File: config.mk
export PLATFORM = sky130hd
export DESIGN_NAME = aes_inv_keysched
export DESIGN_NICKNAME = d
export VERILOG_FILES = /design/src/rtl/aes_inv_keysched.sv
export SDC_FILE = /design/constraint.sdc
export NUM_CORES = 2
export LEC_CHECK = 0
export BUFFER_PORTS_ARGS = -buffer_cell sky130_fd_sc_hd__buf_2
export CORE_MARGIN = 4
export CORE_UTILIZATION = 45
export CTS_CLUSTER_DIAMETER = 80
export DETAILED_ROUTE_END_ITERATION = 6
export GPL_TIMING_DRIVEN = 0
export PLACE_DENSITY_LB_ADDON = 0.05
export SLEW_MARGIN = 10
export SYNTH_ARGS = -nofsm -noshare
export SYNTH_HDL_FRONTEND = slang
export SYNTH_SLANG_ARGS = --single-unit
File: constraint.sdc
create_clock -name clk -period 33.9 [get_ports clk]
set_clock_uncertainty 0.15 [all_clocks]
set_input_delay 6.78 -clock clk [delete_from_list [all_inputs] [get_ports clk]]
set_output_delay 6.78 -clock clk [all_outputs]
set_load 0.01 [all_outputs]
File: src/rtl/aes_inv_keysched.sv
// AES-128 round-key sequencer: streams RK0..RK10 or RK10..RK0
// over a valid/ready port, one round key per handshake.
module aes_inv_keysched #(
    parameter int VLEN = 128,
    parameter int NR   = 10
) (
    input  logic            clk,
    input  logic            clrn,
    input  logic            start,
    input  logic            dir,
    input  logic [VLEN-1:0] key_in,
    output logic            rk_valid,
    input  logic            rk_ready,
    output logic [VLEN-1:0] rk_data,
    output logic [3:0]      rk_round,
    output logic            rk_last,
    output logic            busy
);

    typedef enum logic [1:0] {IDLE, EXPAND, STREAM} state_t;

    localparam logic [3:0] LAST = 4'(NR);

    state_t          state, next;
    logic [VLEN-1:0] key;
    logic [3:0]      cnt;
    logic            dir_q;
    logic            armed;

    function automatic logic [7:0] gmul(input logic [7:0] a, input logic [7:0] b);
        logic [7:0] p;
        logic [7:0] aa;
        p  = 8'h00;
        aa = a;
        for (int i = 0; i < 8; i++) begin
            if (b[i]) p = p ^ aa;
            aa = {aa[6:0], 1'b0} ^ (aa[7] ? 8'h1b : 8'h00);
        end
        return p;
    endfunction

    // S-box as GF(2^8) inverse (x^254) followed by the affine map
    function automatic logic [7:0] sbox(input logic [7:0] x);
        logic [7:0] sq;
        logic [7:0] r;
        sq = x;
        r  = 8'h01;
        for (int i = 1; i < 8; i++) begin
            sq = gmul(sq, sq);
            r  = gmul(r, sq);
        end
        return r ^ {r[6:0], r[7]} ^ {r[5:0], r[7:6]}
                 ^ {r[4:0], r[7:5]} ^ {r[3:0], r[7:4]} ^ 8'h63;
    endfunction

    function automatic logic [7:0] rcon(input logic [3:0] r);
        case (r)
            4'd1:    return 8'h01;
            4'd2:    return 8'h02;
            4'd3:    return 8'h04;
            4'd4:    return 8'h08;
            4'd5:    return 8'h10;
            4'd6:    return 8'h20;
            4'd7:    return 8'h40;
            4'd8:    return 8'h80;
            4'd9:    return 8'h1b;
            4'd10:   return 8'h36;
            default: return 8'h00;
        endcase
    endfunction

    logic [31:0] w0, w1, w2, w3;
    logic [31:0] i1, i2, i3;
    logic [31:0] f0, f1, f2, f3;
    logic [31:0] sb_in, rot, t;
    logic [3:0]  rc_idx;
    logic        use_inv;
    logic        last_hit;
    logic [VLEN-1:0] step_key;

    assign w0 = key[31:0];
    assign w1 = key[63:32];
    assign w2 = key[95:64];
    assign w3 = key[127:96];

    // Inverse step needs w3^w2 before the S-box; forward step uses w3
    assign use_inv = (state == STREAM) && dir_q;
    assign i3      = w3 ^ w2;
    assign i2      = w2 ^ w1;
    assign i1      = w1 ^ w0;
    assign sb_in   = use_inv ? i3 : w3;
    assign rc_idx  = use_inv ? cnt : cnt + 4'd1;
    assign rot     = {sb_in[7:0], sb_in[31:8]};
    assign t       = {sbox(rot[31:24]), sbox(rot[23:16]),
                      sbox(rot[15:8]), sbox(rot[7:0])}
                     ^ {24'h0, rcon(rc_idx)};

    assign f0 = w0 ^ t;
    assign f1 = w1 ^ f0;
    assign f2 = w2 ^ f1;
    assign f3 = w3 ^ f2;

    assign step_key = use_inv ? {i3, i2, i1, w0 ^ t}
                              : {f3, f2, f1, f0};

    assign last_hit = dir_q ? (cnt == 4'd0) : (cnt == LAST);

    assign rk_valid = (state == STREAM);
    assign rk_data  = rk_valid ? key : '0;
    assign rk_round = rk_valid ? cnt : 4'd0;
    assign rk_last  = rk_valid && last_hit;
    assign busy     = (state != IDLE);

    // State register
    always_ff @(posedge clk or negedge clrn) begin
        if (!clrn) state <= IDLE;
        else       state <= next;
    end

    // Next-state decode
    always_comb begin
        next = state;
        case (state)
            IDLE:    if (start && armed) next = dir ? EXPAND : STREAM;
            EXPAND:  if (cnt == LAST - 4'd1) next = STREAM;
            STREAM:  if (rk_ready && last_hit) next = IDLE;
            default: next = IDLE;
        endcase
    end

    // Key register, round counter and captured direction
    always_ff @(posedge clk or negedge clrn) begin
        if (!clrn) begin
            key   <= '0;
            cnt   <= 4'd0;
            dir_q <= 1'b0;
            armed <= 1'b0;
        end else begin
            armed <= 1'b1;
            case (state)
                IDLE: begin
                    if (start && armed) begin
                        key   <= key_in;
                        cnt   <= 4'd0;
                        dir_q <= dir;
                    end
                end
                EXPAND: begin
                    key <= step_key;
                    cnt <= cnt + 4'd1;
                end
                STREAM: begin
                    if (rk_ready && !last_hit) begin
                        key <= step_key;
                        cnt <= dir_q ? cnt - 4'd1 : cnt + 4'd1;
                    end
                end
                default: ;
            endcase
        end
    end

endmodule
==> metrics.txt <==
status finished, violations left; failing checks design-rule violations; slowest CP cell xnor2_1; Final Cycle Share 0.720; GP Congestion 0.978; Slew @ Worst Pin 1320 ps; port bufs 267; area of the mapped netlist 66300 µm²; final number of max-transition violations 0; share of layout cells above drive strength 1 0.0790; Root Buffer clkbuf_16; H-tree depth 4; asr flop ratio synth 1.00; commonest non-fill, non-tap cell in the layout xnor2_1; Worst Hold End key[21]; Post-synth EDFFs 0; FF-to-FF End key[70]; CTS clk-pin slew, worst paths 70 ps; Max-Cap Viols 0; Worst EP arrival 24570 ps; Initial Utilization 0.454; fin nets 9688; count of cells along the worst hold path 2; Cell variety after synth 117; total gr overflow 0; Core Box Area 146000 µm²; final design utilization 0.484; Post-Syn Instances 9236; CP Capture Type register; die area 153000 µm²; postcts setup bufs 0; die extent in y 392 µm; Hold Buf Count CTS 0; Site Rows 140; post-DR vias/cell 5.99; cell count after placement 11.4k; most frequent cells in the layout xnor2_1, nor2_1, nand2_1, a21oi_1, xor2_1; syn_area_per_cell 7.18 µm²; DR pass1 iterations 7; largest stage delay on the critical path 1010 ps; fmax 41.0 MHz; area delta synth->final 6.70%; Synth top area share 0.248; cells on worst reg2reg path 79; WP data required 34080 ps; drt wl/cell 22.9 µm; RSZ-0062 raised after global routing false; Yosys top cell by area xnor2_1; Mapped Nets 9400; yosys warns 0; final WL 262 mm; post-CTS sizing 0; Via Count 68.7k; Finished Layout Cells 11.5k; Fin. Hold Viols 0; clk buf depth 2; crit path max fanout 10; Worst slew margin 0.116; type of the worst setup path reg -> reg; clock latency on the worst-skew pair 470 ps; Num CTS Buffers 17; post-synthesis sequential area ratio 0.0513; worst hold path startpoint key[21]; Reg2Reg Launch Point state[0]; Worst path most repeated cell xnor2_1; DR iter-0 viols 7302; vias in the first global route 63.0k; Crit. Startpoint state[0]; HP Class reg -> reg; clock period minus worst slack 24400 ps; DRC viols 7; setup TNS 0 ps; Setup violations, final 0; largest cells by area after synthesis xnor2_1, xnor3_1, xor2_1; Worst R2R Setup Slack 9500 ps; post-DP HPWL 206 mm; clk sinks 136; CP Launch Type register; global-route wire length before repair 396 mm; TritonCTS clock tree done; Primary FF master, synth dfrtp_1; post-synthesis register bit count 136; GRT Total Usage 0.325; ANT nets after route 0; die width 392 µm; initial antenna violation count 33; I/O Pins 268; largest net degree at the start of global routing 71
==> registers in the layout, summed over array words and instances, names as in the netlist <==
name   flops
key      128
dir_q      1
cnt        4
state      2
armed      1
==> worst max-delay path, delay by kind of cell (launching register included) <==
family / cells / cell delay [ps]
AOI/OAI and AO/OA: 15 / 3270
xor gates and xnor gates: 20 / 8160
adders and majority gates: 6 / 2040
buffers and inverters: 19 / 5890
DFF: 1 / 430
muxes: 3 / 550
and+or+nand+nor: 16 / 3720
==> layer usage <==
layer,vias to the layer above,routed length (µm),global-route usage
met3,385,21200,0.0404
met4,22,7740,0.0875
li1,32300,-,-
met1,33100,119000,0.474
met2,2931,114000,0.504
met5,-,133,0
==> final cells by class <==
cell class	count	area, µm²
Fill cell	15000	75400
Sequential cell	136	3400
Multi-Input combinational cell	8355	59800
Clock buffer	17	425
Clock inverter	15	188
Antenna cell	17	42.5
Timing Repair Buffer	269	1380
Buffer	631	2640
Tap cell	1917	2400
Inverter	114	428
==> cell usage after synthesis, drive strengths merged (49+ instances only) <==
cell type  count
a31oi         78
a21oi        604
xor2         579
nor2        1237
nand3        281
xnor3        221
o211ai        66
inv          103
dfrtp        136
buf          206
nand2b        49
nand2        953
and2         192
clkbuf       425
mux2i        225
o22ai        213
or3           58
a211oi        70
nor3         215
o21ai        485
xnor2       2014
==> worst max-delay path by stage <==
| stage | endpoint | depth (start not counted) |
|---|---|---|
| after global routing | key[70] | 79 |
| after global placement | key[70] | 76 |
| after detailed placement | key[70] | 79 |
| after floorplan | key[99] | 76 |
| after CTS | key[70] | 79 |
| final | key[70] | 79 |
==> per-stage QoR <==
stage	setup slack, ps	hold WS [ps]	cell area (µm²)
2_1_floorplan	16010	344	66300
6_report	9500	421	70700
3_3_place_gp	10400	383	70000
3_5_place_dp	10210	397	70100
4_1_cts	10080	419	70700
5_1_grt	8130	434	70700
==> cells by family after synthesis <==
kind of cell    after synthesis  synth area share
simple gates               3218             0.215
xor+xnor                   2841             0.451
compound gates             1999             0.189
buf+inv                     745            0.0463
mux                         262            0.0408
flops                       136            0.0513
fa+ha+maj                    34           0.00631
other cells                   1         0.0000566
Power is left out: the tool's default activity adds up to more than one toggle a clock period on the data nets, which glitch-free logic cannot reach.
